## src/rtl/eth_tx_scheduler_if.sv

```systemverilog
// Handshake bundle between the TX scheduler, its payload clients and the framer/MAC byte side.
// master = scheduler, slave = clients/downstream.
interface eth_tx_scheduler_if #(
    parameter int NUM_REQ = 4,
    parameter int LEN_W   = 11
);
    logic [NUM_REQ-1:0]       req;
    logic [NUM_REQ*LEN_W-1:0] req_len;
    logic                     tx_ready;
    logic [NUM_REQ-1:0]       grant;
    logic                     pld_rd;
    logic                     tx_valid;
    logic                     tx_sof;
    logic                     tx_eof;
    logic [2:0]               seg;
    logic [10:0]              byte_idx;
    logic [LEN_W-1:0]         frame_len;
    logic [15:0]              ip_total_len;
    logic [15:0]              udp_len;
    logic                     frame_done;
    logic                     busy;

    modport master (
        input  req, req_len, tx_ready,
        output grant, pld_rd, tx_valid, tx_sof, tx_eof, seg, byte_idx,
               frame_len, ip_total_len, udp_len, frame_done, busy
    );

    modport slave (
        output req, req_len, tx_ready,
        input  grant, pld_rd, tx_valid, tx_sof, tx_eof, seg, byte_idx,
               frame_len, ip_total_len, udp_len, frame_done, busy
    );
endinterface

```

## src/rtl/eth_tx_scheduler.sv

```systemverilog
// Round-robin frame arbiter and Ethernet/IPv4/UDP byte sequencer for the shared TX path.
// Optional: define ETH_MIN_PAD_EN to pad short payloads to 18 bytes.
module eth_tx_scheduler #(
    parameter int NUM_REQ     = 4,
    parameter int LEN_W       = 11,
    parameter int MAX_PAYLOAD = 1472,
    parameter int IFG_BYTES   = 12
) (
    input  logic               clk,
    input  logic               rst_n,
    eth_tx_scheduler_if.master bus
);
    localparam int          PTR_W  = $clog2(NUM_REQ);
    localparam int unsigned NREQ_U = NUM_REQ;

    typedef enum logic [2:0] {
        IDLE         = 3'd0,
        PREAMBLE_SFD = 3'd1,
        ETH_HEADER   = 3'd2,
        IP_HEADER    = 3'd3,
        UDP_HEADER   = 3'd4,
        PAYLOAD      = 3'd5,
        FCS          = 3'd6,
        DONE         = 3'd7
    } eth_states_t;

    eth_states_t        state, state_nxt;
    logic [10:0]        byte_idx;
    logic [NUM_REQ-1:0] grant_r;
    logic [PTR_W-1:0]   rr_ptr, gnt_idx, sel_idx, cand_p;
    logic               sel_found;
    logic [LEN_W-1:0]   len_arr [NUM_REQ];
    logic [LEN_W-1:0]   sel_len, sel_sat, frame_len_r;
    logic [15:0]        ip_len_r, udp_len_r, pay_len, seg_len, ifg_cnt;
    logic               tx_valid, adv, seg_last, enter_done, done_r;
    int unsigned        cand;

    for (genvar g = 0; g < NUM_REQ; g++) begin : g_len
        assign len_arr[g] = bus.req_len[g*LEN_W +: LEN_W];
    end

    // Search starts at rr_ptr and wraps, so the last owner gets lowest priority.
    always_comb begin
        sel_found = 1'b0;
        sel_idx   = '0;
        cand      = 0;
        cand_p    = '0;
        for (int unsigned k = 0; k < NREQ_U; k++) begin
            cand = 32'(rr_ptr) + k;
            if (cand >= NREQ_U) cand = cand - NREQ_U;
            cand_p = PTR_W'(cand);
            if (!sel_found && bus.req[cand_p]) begin
                sel_found = 1'b1;
                sel_idx   = cand_p;
            end
        end
    end

    assign sel_len = len_arr[sel_idx];
    assign sel_sat = (32'(sel_len) > MAX_PAYLOAD) ? LEN_W'(MAX_PAYLOAD) : sel_len;

`ifdef ETH_MIN_PAD_EN
    assign pay_len = (16'(frame_len_r) < 16'd18) ? 16'd18 : 16'(frame_len_r);
`else
    assign pay_len = 16'(frame_len_r);
`endif

    always_comb begin
        seg_len = 16'd1;
        case (state)
            PREAMBLE_SFD: seg_len = 16'd8;
            ETH_HEADER:   seg_len = 16'd14;
            IP_HEADER:    seg_len = 16'd20;
            UDP_HEADER:   seg_len = 16'd8;
            PAYLOAD:      seg_len = pay_len;
            FCS:          seg_len = 16'd4;
            default:      seg_len = 16'd1;
        endcase
    end

    assign tx_valid   = (state != IDLE) && (state != DONE);
    assign adv        = tx_valid && bus.tx_ready;
    assign seg_last   = (16'(byte_idx) == seg_len - 16'd1);
    assign enter_done = (state == FCS) && adv && seg_last;

    always_ff @(posedge clk or negedge rst_n) begin
        if (!rst_n) state <= IDLE;
        else        state <= state_nxt;
    end

    always_comb begin
        state_nxt = state;
        case (state)
            IDLE:         if (sel_found) state_nxt = PREAMBLE_SFD;
            PREAMBLE_SFD: if (adv && seg_last) state_nxt = ETH_HEADER;
            ETH_HEADER:   if (adv && seg_last) state_nxt = IP_HEADER;
            IP_HEADER:    if (adv && seg_last) state_nxt = UDP_HEADER;
            UDP_HEADER:   if (adv && seg_last) state_nxt = (pay_len == 16'd0) ? FCS : PAYLOAD;
            PAYLOAD:      if (adv && seg_last) state_nxt = FCS;
            FCS:          if (adv && seg_last) state_nxt = DONE;
            DONE:         if (bus.tx_ready && ifg_cnt == 16'(IFG_BYTES - 1)) state_nxt = IDLE;
            default:      state_nxt = IDLE;
        endcase
    end

    always_ff @(posedge clk or negedge rst_n) begin
        if (!rst_n) begin
            byte_idx    <= '0;
            ifg_cnt     <= '0;
            grant_r     <= '0;
            gnt_idx     <= '0;
            rr_ptr      <= '0;
            frame_len_r <= '0;
            ip_len_r    <= '0;
            udp_len_r   <= '0;
            done_r      <= 1'b0;
        end else begin
            done_r <= enter_done;

            if (state_nxt != state) byte_idx <= '0;
            else if (adv)           byte_idx <= byte_idx + 11'd1;

            if (state == DONE && bus.tx_ready) ifg_cnt <= ifg_cnt + 16'd1;
            if (state_nxt != DONE)             ifg_cnt <= '0;

            if (state == IDLE && sel_found) begin
                grant_r     <= NUM_REQ'(1) << sel_idx;
                gnt_idx     <= sel_idx;
                frame_len_r <= sel_sat;
                ip_len_r    <= 16'(sel_sat) + 16'd28;
                udp_len_r   <= 16'(sel_sat) + 16'd8;
            end

            if (enter_done) begin
                grant_r <= '0;
                rr_ptr  <= (gnt_idx == PTR_W'(NUM_REQ - 1)) ? '0 : gnt_idx + 1'b1;
            end
        end
    end

    assign bus.grant        = grant_r;
    assign bus.tx_valid     = tx_valid;
    assign bus.pld_rd       = adv && (state == PAYLOAD) && (16'(byte_idx) < 16'(frame_len_r));
    assign bus.tx_sof       = (state == PREAMBLE_SFD) && (byte_idx == 11'd0);
    assign bus.tx_eof       = (state == FCS) && (byte_idx == 11'd3);
    assign bus.seg          = state;
    assign bus.byte_idx     = byte_idx;
    assign bus.frame_len    = frame_len_r;
    assign bus.ip_total_len = ip_len_r;
    assign bus.udp_len      = udp_len_r;
    assign bus.frame_done   = done_r;
    assign bus.busy         = (state != IDLE);
endmodule

```

## src/flat_wrapper.sv

```systemverilog
// flat-port wrapper written by rule: the top's interface ports become plain ports
module eth_tx_scheduler_flat 
#(
    parameter int NUM_REQ     = 4,
    parameter int LEN_W       = 11,
    parameter int MAX_PAYLOAD = 1472,
    parameter int IFG_BYTES   = 12
)
  (clk, rst_n, bus_req, bus_req_len, bus_tx_ready, bus_grant, bus_pld_rd, bus_tx_valid, bus_tx_sof, bus_tx_eof, bus_seg, bus_byte_idx, bus_frame_len, bus_ip_total_len, bus_udp_len, bus_frame_done, bus_busy);
  eth_tx_scheduler_if #(.NUM_REQ(NUM_REQ), .LEN_W(LEN_W)) bus_i ();
  input  logic clk;
  input  logic rst_n;
  input wire logic [$bits(bus_i.req)-1:0] bus_req;
  input wire logic [$bits(bus_i.req_len)-1:0] bus_req_len;
  input wire logic [$bits(bus_i.tx_ready)-1:0] bus_tx_ready;
  output wire logic [$bits(bus_i.grant)-1:0] bus_grant;
  output wire logic [$bits(bus_i.pld_rd)-1:0] bus_pld_rd;
  output wire logic [$bits(bus_i.tx_valid)-1:0] bus_tx_valid;
  output wire logic [$bits(bus_i.tx_sof)-1:0] bus_tx_sof;
  output wire logic [$bits(bus_i.tx_eof)-1:0] bus_tx_eof;
  output wire logic [$bits(bus_i.seg)-1:0] bus_seg;
  output wire logic [$bits(bus_i.byte_idx)-1:0] bus_byte_idx;
  output wire logic [$bits(bus_i.frame_len)-1:0] bus_frame_len;
  output wire logic [$bits(bus_i.ip_total_len)-1:0] bus_ip_total_len;
  output wire logic [$bits(bus_i.udp_len)-1:0] bus_udp_len;
  output wire logic [$bits(bus_i.frame_done)-1:0] bus_frame_done;
  output wire logic [$bits(bus_i.busy)-1:0] bus_busy;
  assign bus_i.req = bus_req;
  assign bus_i.req_len = bus_req_len;
  assign bus_i.tx_ready = bus_tx_ready;
  assign bus_grant = bus_i.grant;
  assign bus_pld_rd = bus_i.pld_rd;
  assign bus_tx_valid = bus_i.tx_valid;
  assign bus_tx_sof = bus_i.tx_sof;
  assign bus_tx_eof = bus_i.tx_eof;
  assign bus_seg = bus_i.seg;
  assign bus_byte_idx = bus_i.byte_idx;
  assign bus_frame_len = bus_i.frame_len;
  assign bus_ip_total_len = bus_i.ip_total_len;
  assign bus_udp_len = bus_i.udp_len;
  assign bus_frame_done = bus_i.frame_done;
  assign bus_busy = bus_i.busy;
  eth_tx_scheduler #(.NUM_REQ(NUM_REQ), .LEN_W(LEN_W), .MAX_PAYLOAD(MAX_PAYLOAD), .IFG_BYTES(IFG_BYTES)) u_core (.clk(clk), .rst_n(rst_n), .bus(bus_i));
endmodule
```

## config.mk

```make
export PLATFORM = sky130hd
export DESIGN_NAME = eth_tx_scheduler_flat
export DESIGN_NICKNAME = d
export VERILOG_FILES = /design/src/rtl/eth_tx_scheduler_if.sv /design/src/rtl/eth_tx_scheduler.sv /design/src/flat_wrapper.sv
export SDC_FILE = /design/constraint.sdc
export NUM_CORES = 1
export LEC_CHECK = 0
export CELL_PAD_IN_SITES_DETAIL_PLACEMENT = 1
export CELL_PAD_IN_SITES_GLOBAL_PLACEMENT = 2
export CORE_MARGIN = 3
export CORE_UTILIZATION = 23
export DETAILED_ROUTE_END_ITERATION = 10
export GPL_TIMING_DRIVEN = 0
export PLACE_DENSITY_LB_ADDON = 0.1
export SYNTH_ARGS = -nofsm -noshare
export SYNTH_HDL_FRONTEND = slang
export SYNTH_SLANG_ARGS = --single-unit
```

## constraint.sdc

```tcl
create_clock -name clk -period 3.9 [get_ports clk]
set_input_delay 0.39 -clock clk [delete_from_list [all_inputs] [get_ports clk]]
set_output_delay 0.39 -clock clk [all_outputs]
set_load 0.01 [all_outputs]
```

==> results.toml, run 1 <==
[outcome]
status = "complete, no violations"

[cells_and_area]
utilization_pct = 33.0
multiInputGateArea_sq_um = 2860
seqCellArea_sq_um = 1730
fill_cells = 2391
fin_nets = 760
design_area_sq_um = 6770
final_cells = 965
area_growth_pct = 39.4
n_antenna_cell = 0
drive_gt1_share_pct = 10.6

[power]
p_leak_nw = 2.82
p_per_area_nw_per_um2 = 596
ir_drop_mv = 0.254

[floorplanning]
core_sq_um = 20500
rows = 52
die_h_um = 151
chipWidth_um = 151
start_util_pct = 23.7
dieArea_sq_um = 22900
io_pins = 118

[clock_network]
clkTransAtPathRegs_ps = 60
numCtsBuffers = 9
cts_root_buf = "clkbuf_16"
cts_tree = "built"
clk_path_buf_depth = 2
cts_max_level = 3
clock-sinks = 69
clock_latency_ps = 350

[critical_path]
required_ps = 4190
path_cells = "clkdlybuf4s50_1 > nor2b_1 > or3_1 > a21oi_2 > buf_6 > mux2i_1 > mux2_2 > nor4_4 > nor2_1 > nand2_1 > ha_1 > inv_1 > a21o_1 > or3_1 > a21oi_1 > a221o_1"
cp.arrival_ps = 4000
setup.worst_path.start = "bus_req[0]"
cpPeakStageDelay_ps = 450
r2r_cells = 16
worstSetupPathType = "input pin to flip-flop"
endpoint_kind = "flip-flop"
crit_path_frequent_cell = "or3_1"
cp_slowest_cell = "clkdlybuf4s50_1"
rrSetupSlack_ps = 240
cp_max_fo = 10
r2r-end = "u_core.ifg_cnt[6]"
startpoint_type = "input pin"
endpoint = "u_core.bus.ip_total_len[5]"
r2r_start = "u_core.bus.seg[1]"

[yosys]
ys_seq_area_share_pct = 35.6
synth_edf_count = 0
synth_ff_type = "dfrtp_1"
ys_warn_count = 0
synth_cell_types = 69
synth_area_per_cell_sq_um = 8.67
synth_seq_cells = 69
synth.cell_area_sq_um = 4860
syn_inst = 560
synth-async-reset-ratio_pct = 100

[sta]
skew_ps = 7.65
finalSetupViolCount = 0
rsz0062_at_grt = "false"
timing.final.crit_share_pct = 95.0
worst_pin_slew_ps = 978
finalHoldViolCount = 0
report.final.slew_viol_count = 0
fmax_mhz = 270
slew_headroom_pct = 34.2
period_needed_ps = 3700

[routing]
drtIter0Drc = 192
via_count = 4561
wl_um = 17000
drt-pass1-iter-count = 5
drc = 0
wl_per_cell_um = 17.7
ant_nets = 0
viasPerCell = 4.73

[placed_design]
gp_congestion = 0.821
postPlaceCellArea_sq_um = 6340
io_buffers = 109
dp_cells = 947
dp_hpwl_um = 13500

[hold_path]
min_path_type = "flip-flop to flip-flop"

[global_routing]
antenna_found_initial = 0
grtUsageTotal_pct = 15.6
gr-total-overflow = 0
grt_pass1_vias = 4926
grt_max_degree = 50
grt_pass1_wl_um = 27600

[flow_run]
drv.max_cap_violation_count = 0
==> cell usage in the layout, fill, tap and decap left out, types with 8 or more instances in the layout <==
cell type,synthesis,layout
nand4_1,13,13
dfrtp_1,69,67
nand2_1,51,51
nor4_1,9,9
conb_1,1,8
a21oi_1,20,20
xnor2_1,15,15
ha_1,19,19
buf_4,14,19
xor2_1,23,23
clkdlybuf4s50_1,0,108
inv_1,24,24
a21o_1,9,9
mux2i_1,27,27
nor2_1,63,63
nor3_1,17,16
clkbuf_16,0,9
nand3_1,17,17
o21ai_0,25,25
clkbuf_1,19,14
==> critical path: cells and delay by family <==
family	cells	cell delay, ps
simple gates	6	1610
buf+inv	3	690
compound gates	4	690
mux	2	450
fa+ha+maj	1	160
==> metal layers <==
| layer | part of all wire, % | global-route usage (%) | vias to the layer above |
|---|---|---|---|
| li1 | - | - | 2231 |
| met1 | 45 | 20.0 | 2223 |
| met2 | 48 | 25.8 | 93 |
| met3 | 5.2 | 4.34 | 14 |
| met4 | 1.2 | 3.94 | 0 |
| met5 | 0 | 0 | - |
==> kinds of logic after synthesis <==
group / after synthesis / synth area share, %
other: 1 / 0.0772
muxes: 36 / 7.73
DFF: 69 / 35.6
AOI/OAI and AO/OA: 108 / 15.3
and+or+nand+nor: 222 / 23.0
adders and majority gates: 19 / 4.90
xor gates and xnor gates: 38 / 6.85
buffers and inverters: 67 / 6.60
==> worst min path at each step <==
| stage | start | to | slack (ps) | cells after the start |
|---|---|---|---|---|
| finish | u_core.bus.udp_len[4] | u_core.bus.udp_len[4] | 480 | 2 |
| global route | u_core.bus.udp_len[4] | u_core.bus.udp_len[4] | 510 | 2 |
| CTS | u_core.bus.udp_len[4] | u_core.bus.udp_len[4] | 490 | 2 |
| detailed placement | rst_n | u_core.ifg_cnt[11] | 310 | 1 |
| global placement | u_core.gnt_idx[1] | u_core.gnt_idx[1] | 470 | 1 |
| floorplan | rst_n | u_core.bus.byte_idx[0] | 90 | 0 |
==> state kept, by name, indices dropped and copies added (netlist names), 3 cells and up <==
register and cells:
u_core.ifg_cnt 16, u_core.bus.frame_len 11, u_core.bus.seg 3, u_core.bus.udp_len 9, u_core.bus.ip_total_len 10, u_core.bus.byte_idx 11, u_core.bus.grant 4
==> power by group <==
part | switching (W) | leakage (nW) | internal (W)
clock | 0.000352 | 0.172 | 0.000661
sequential | 0.000244 | 0.894 | 0.000909
combinational | 0.000952 | 1.75 | 0.000916
total | 0.00155 | 2.82 | 0.00249
==> cell usage after synthesis (4+ instances only) <==
master	count	area (sq um)
and4_1	6	52.6
a31oi_1	5	31.3
and3_1	7	43.8
and2_1	5	31.3
nand2_1	51	191
a211oi_1	4	30.0
clkbuf_1	19	71.3
nor2b_1	7	43.8
inv_1	24	90.1
nand3_1	17	85.1
ha_1	19	238
or3_1	7	43.8
nand4_1	13	81.3
buf_2	6	30.0
a21o_1	9	67.6
xor2_1	23	201
nor4_1	9	56.3
buf_4	14	105
o21ai_0	25	125
a21oi_1	20	100
nand2b_1	6	37.5
nor3_1	17	85.1
xnor2_1	15	131
nor2_1	63	236
mux2_2	8	90.1
dfrtp_1	69	1730
mux2i_1	27	270
o211ai_1	5	37.5
o21a_1	5	37.5
==> what timing repair did <==
item                                    CTS  global route
buffers inserted                          0             4
hold endpoints to repair                 20             0
hold buffers                              1             0
resized for setup                         7             8
pin swaps                                 1             3
endpoints found under the setup margin   33            27
cloned                                    0             0
==> area by class of cell <==
type,count,area share (%)
buffer,39,3.40
clock buffer,11,3.73
clock inverter,5,1.57
inverter,25,1.39
multi-input combinational,431,42.3
sequential,69,25.5
tap,270,4.99
timing repair buffer,115,17.1
==> per-stage QoR <==
stage               power, W  TNS (ps)  setup slack (ps)  hold slack (ps)
detailed placement   0.00304     -8070              -424              313
finish               0.00403         0               196              482
CTS                  0.00409         0              10.7              486
global route         0.00435         0              2.23              509
floorplan            0.00214         0               447             94.4
global placement     0.00302    -22370              -447              465
Note: power is estimated with default switching activity, not from simulation.
==> run 2, diff against run 1 <==
- HOLD_SLACK_MARGIN: default -> 0.02
==> results of run 2 <==
Final layout, timing and power as in run 1 (identical DEF).
==> run 3, diff against run 2 <==
- CORE_MARGIN: 3 -> default
- clock period: 3.9 -> 4.2 ns (I/O delays scaled with it)
==> run 3 against run 2 <==
Effect of this change:
- die area fell by 5.2%
- sequential power fell by 7%
- register-to-register slack improved by 100 ps
- critical endpoint unchanged
- critical path type unchanged
==> results.toml, run 3 (same netlist as run 1, synthesis figures left out) <==
[clock_network]
cts_tree = "built"
cts_root_buf = "clkbuf_16"
clock-sinks = 69
clkTransAtPathRegs_ps = 70
clock_latency_ps = 350
clk_path_buf_depth = 2
numCtsBuffers = 9
cts_max_level = 3

[global_routing]
grt_max_degree = 51
antenna_found_initial = 0
gr-total-overflow = 0
grt_pass1_vias = 4867
grtUsageTotal_pct = 16.2
grt_pass1_wl_um = 27400

[cells_and_area]
n_antenna_cell = 0
multiInputGateArea_sq_um = 2850
drive_gt1_share_pct = 9.83
fill_cells = 2406
fin_nets = 757
area_growth_pct = 38.3
final_cell_mix = "clkdlybuf4s50_1 (108), dfrtp_1 (69), nor2_1 (63), nand2_1 (51), mux2i_1 (27)"
seqCellArea_sq_um = 1730
final_common_cell = "clkdlybuf4s50_1"
design_area_sq_um = 6720
top_register = "u_core.ifg_cnt"
final_cells = 962
largest_reg_flops = 16

[sta]
tns_ps = 0
worst_pin_slew_ps = 1030
fmax_mhz = 256
timing.final.crit_share_pct = 92.8
skew_ps = 10.2
finalHoldViolCount = 0
final.setup.worst_slack_ps = 301
finalSetupViolCount = 0
rsz0062_at_grt = "true"
period_needed_ps = 3900
slew_headroom_pct = 30.8
report.final.slew_viol_count = 0

[critical_path]
startpoint_type = "input pin"
cp.arrival_ps = 4180
cp_max_fo = 10
endpoint_kind = "flip-flop"
worstSetupPathType = "input pin to flip-flop"
required_ps = 4490

[floorplanning]
start_util_pct = 23.7
dieArea_sq_um = 21700
rows = 52
chipWidth_um = 147
core_sq_um = 20500
die_h_um = 147
io_pins = 118

[outcome]
status = "complete, no violations"

[placed_design]
dp_slack_ps = -170
postPlaceCellArea_sq_um = 6340
dp_cells = 947
io_buffers = 109
gp_congestion = 0.816
dp_hpwl_um = 13300

[routing]
via_count = 4546
viasPerCell = 4.73
wl_per_cell_um = 17.5
drc = 0
drt-pass1-iter-count = 4
drtIter0Drc = 195
ant_nets = 0
wl_um = 16900

[hold_path]
min_path_type = "flip-flop to flip-flop"

[power]
ir_drop_mv = 0.226
p_leak_nw = 2.80
p_per_area_nw_per_um2 = 555

[flow_run]
drv.max_cap_violation_count = 0
## run 3: cell count changes in the layout (fill, tap and decap cells not counted), moves of 2 or more
cell,change
buf_4,-3
buf_2,+2
clkbuf_4,-2
dfrtp_1,+2
dfrtp_2,-2
## run 3: routing by layer
layer | vias up | wire (um) | global-route usage (%)
met5 | - | 0 | 0
li1 | 2223 | - | -
met2 | 98 | 8160 | 27.3
met1 | 2213 | 7770 | 20.8
met4 | 0 | 206 | 4.33
met3 | 12 | 723 | 3.60
## run 3: worst paths after layout
kind                                  startpoint                         end  slack (ps)  depth (start not counted)
max                                   bus_req[0]  u_core.bus.ip_total_len[5]         300                         16
min                        u_core.bus.udp_len[4]       u_core.bus.udp_len[4]         480                          2
max reg2reg                    u_core.bus.seg[0]          u_core.ifg_cnt[14]         340                         15
min reg2reg                u_core.bus.udp_len[4]       u_core.bus.udp_len[4]         480                          2
max in group asynchronous                  rst_n      u_core.bus.udp_len[10]        3130                          3
min in group asynchronous                  rst_n           u_core.ifg_cnt[8]         510                          2
## run 3: through the flow
stage	hold WS, ps	power (W)	util, %
6_report	481	0.00373	32.8
2_1_floorplan	124	0.00199	-
3_3_place_gp	466	0.00280	30.8
3_5_place_dp	339	0.00282	30.9
5_1_grt	515	0.00400	32.8
4_1_cts	480	0.00379	32.7
## run 3: critical path, cell delays in order
cell	delay, ps
clkdlybuf4s50_1	470
nor2b_1	170
or3_1	360
a21oi_2	230
buf_6	200
mux2i_1	100
mux2_2	350
nor4_4	540
nor2_1	130
nand2_1	160
ha_1	170
inv_1	50
a21o_1	200
or3_1	350
a21oi_1	130
a221o_1	130
## run 3: power by group
part / switching, W / internal [W] / total [W]
combinational: 0.000879 / 0.000841 / 0.00172
clock: 0.000320 / 0.000614 / 0.000934
sequential: 0.000230 / 0.000843 / 0.00107
## run 3: layout make-up
cell class / instances / share of cell area, %
clock inverters: 5 / 1.58
clock buffers: 11 / 3.76
well taps: 270 / 5.03
flip-flops and latches: 69 / 25.7
repair buffers: 112 / 16.9
inverters: 25 / 1.40
plain buffers: 39 / 3.26
multi-input cells: 431 / 42.4
## run 3: repair_timing
action,4_1_cts,5_1_grt
endpoints found under the setup margin,20,24
gates cloned,0,0
gates resized for setup,2,4
pin swaps,0,1
hold endpoints to repair,19,0
hold buffers,1,0
setup buffers,0,1
==> variant (settings of run 3) <==
Build with the macro `ETH_MIN_PAD_EN` defined.
--- a/src/rtl/eth_tx_scheduler.sv
+++ b/src/rtl/eth_tx_scheduler.sv
@@ -2,2 +2,4 @@
 // Optional: define ETH_MIN_PAD_EN to pad short payloads to 18 bytes.
+`define ETH_MIN_PAD_EN
+
 module eth_tx_scheduler #(
Formal check against the unedited RTL: no difference found for any inputs over 10 cycles, from zero or initial values and one cycle with rst_n low; that may be too few to reach the edited logic, so the function may still have changed.
==> variant against run 3 <==
Total power up 19%. Combinational power up 40%. Area after synthesis up 5.1%. Sequential power up 7%. Routed wire length up 11%. Sequential share of layout area down 1.3 points. Sequential cell count unchanged. Final area up 5.5%. Via count up 7.3%. Clock power down 4.0%. Setup slack worse by 0.050 ns. Non-clock buffer count up 6. Largest power group unchanged.
==> variant: results (changes against run 3) <==
first-pass GRT wire length=29300 µm (was 27400 µm); GRT Resource Usage Total=17.1% (was 16.2%); Internal=2.59 mW (was 2.30 mW); met2 usage=28.8% (was 27.3%); port bufs=109 (unchanged); WP data arrival=4.17 ns (was 4.18 ns); CP max FO=7 (was 10); Worst-path clk slew=roughly 0.060 ns; Avg WL per Cell=18.8 µm (was 17.5 µm); # hold bufs at CTS=1 (unchanged); initial antenna violation count=0 (unchanged); layout net count=786 (was 757); ys async rst share=100% (unchanged); type of the worst min-delay path=in -> async (was reg -> reg); Yosys warnings=0 (unchanged); Post-CTS Repair Setup Buffers=2 (was 0); H-tree lvl count=3 (unchanged); post-DR vias/cell=4.88 (was 4.73); synth unique cells=76 (was 69); share of cells above drive strength 1=12.8% (was 9.83%); met1 Resource Use GR=22.3% (was 20.8%); routed length on met3=785 µm (was 723 µm); family with the most delay on the worst path=simple AND/OR/NAND/NOR gates (unchanged); DP Wirelength=14500 µm (was 13300 µm); CP max stage cell=or3b_2 (was nor4_4); GP Congestion=0.835 (was 0.816); Synth Area in Compound Gates=14.7% (was 15.3%); Fin Clk Skew=0.0116 ns (was 0.0102 ns); initial DRC count=179 (was 195); largest net degree at the start of global routing=64 (was 51); M3 GR Usage=3.58% (was 3.60%); Num CTS Buffers=9 (unchanged); outcome=finished, final reports clean (unchanged); CP peak stage delay=0.50 ns (was 0.54 ns); metal2 WL=9100 µm (was 8160 µm); register share of total power=25.9% (was 28.8%); Syn Inst Count=580 (was 560); Lkg Pwr=2.97 nW (was 2.80 nW); Peak VDD IR=0.207 mV (was 0.226 mV); layout filler cell count=2520 (was 2406); number of global-route vias before repair=5079 (was 4867); area share of fa/ha/maj cells after synthesis=4.66% (was 4.90%); Inst Count DP=977 (was 947); WL final=18800 µm (was 16900 µm); CTS resizes=9 (was 2); dpl cell area=0.00660 mm² (was 0.00634 mm²); dpl ws=-0.671 ns (was -0.170 ns); Comb power frac=54.0% (was 46.1%); XOR/XNOR share of the synthesized area=7.72% (was 6.85%); Slew HR=27.4% (was 30.8%); Clk Tree Root Cell=clkbuf_16 (unchanged); Seq/Total Area, Yosys=33.8% (was 35.6%); synth top area cells=dfrtp_1, mux2i_1, xnor2_1 (was dfrtp_1, mux2i_1, ha_1); Reg with most FFs=u_core.ifg_cnt (unchanged); clock buffer depth=2 (unchanged); M1 wire length=8690 µm (was 7770 µm); mux share of post-synthesis cell area=8.53% (was 7.73%); most frequent cells after synthesis=dfrtp_1, nor2_1, nand2_1 (unchanged)
==> variant: cell count changes after synthesis, moves of 5 or more <==
| cell | run 3 | this run |
|---|---|---|
| and4_1 | 6 | 1 |
| clkbuf_1 | 19 | 10 |
| nor3_1 | 17 | 22 |
| xor2_1 | 23 | 17 |
| o21ai_0 | 25 | 20 |
| nor2_1 | 63 | 57 |
| xnor2_1 | 15 | 28 |
==> variant: stage by stage <==
| step | hold WS [ns] | setup TNS [ns] | util (%) | total power [mW] |
|---|---|---|---|---|
| finish | 0.435 | 0 | 32.5 | 4.45 |
| global route | 0.444 | 0 | 32.5 | 4.78 |
| CTS | 0.427 | 0 | 32.0 | 4.47 |
| detailed placement | 0.259 | -5.26 | 30.2 | 3.51 |
| global placement | 0.470 | -4.63 | 30.1 | 3.47 |
| floorplan | 0.124 | 0 | - | 2.46 |
==> variant: final timing paths <==
check | start | end | slack [ns] | depth (start not counted)
min in group clk | u_core.bus.udp_len[4] | u_core.bus.udp_len[4] | 0.49 | 2
max in group asynchronous | rst_n | u_core.bus.seg[1] | 3.20 | 3
max reg2reg | u_core.bus.frame_len[6] | u_core.rr_ptr[1] | 0.25 | 14
max | u_core.bus.frame_len[6] | u_core.rr_ptr[1] | 0.25 | 14
min | rst_n | u_core.bus.ip_total_len[8] | 0.43 | 2
min reg2reg | u_core.bus.udp_len[4] | u_core.bus.udp_len[4] | 0.49 | 2
==> variant: final cells by class <==
type | instances | area share, %
clock buffer | 9 | 3.18
tap | 280 | 4.95
sequential | 69 | 24.4
clock inverter | 6 | 1.59
inverter | 25 | 1.32
multi-input combinational | 454 | 44.2
timing repair buffer | 118 | 16.7
buffer | 39 | 3.69
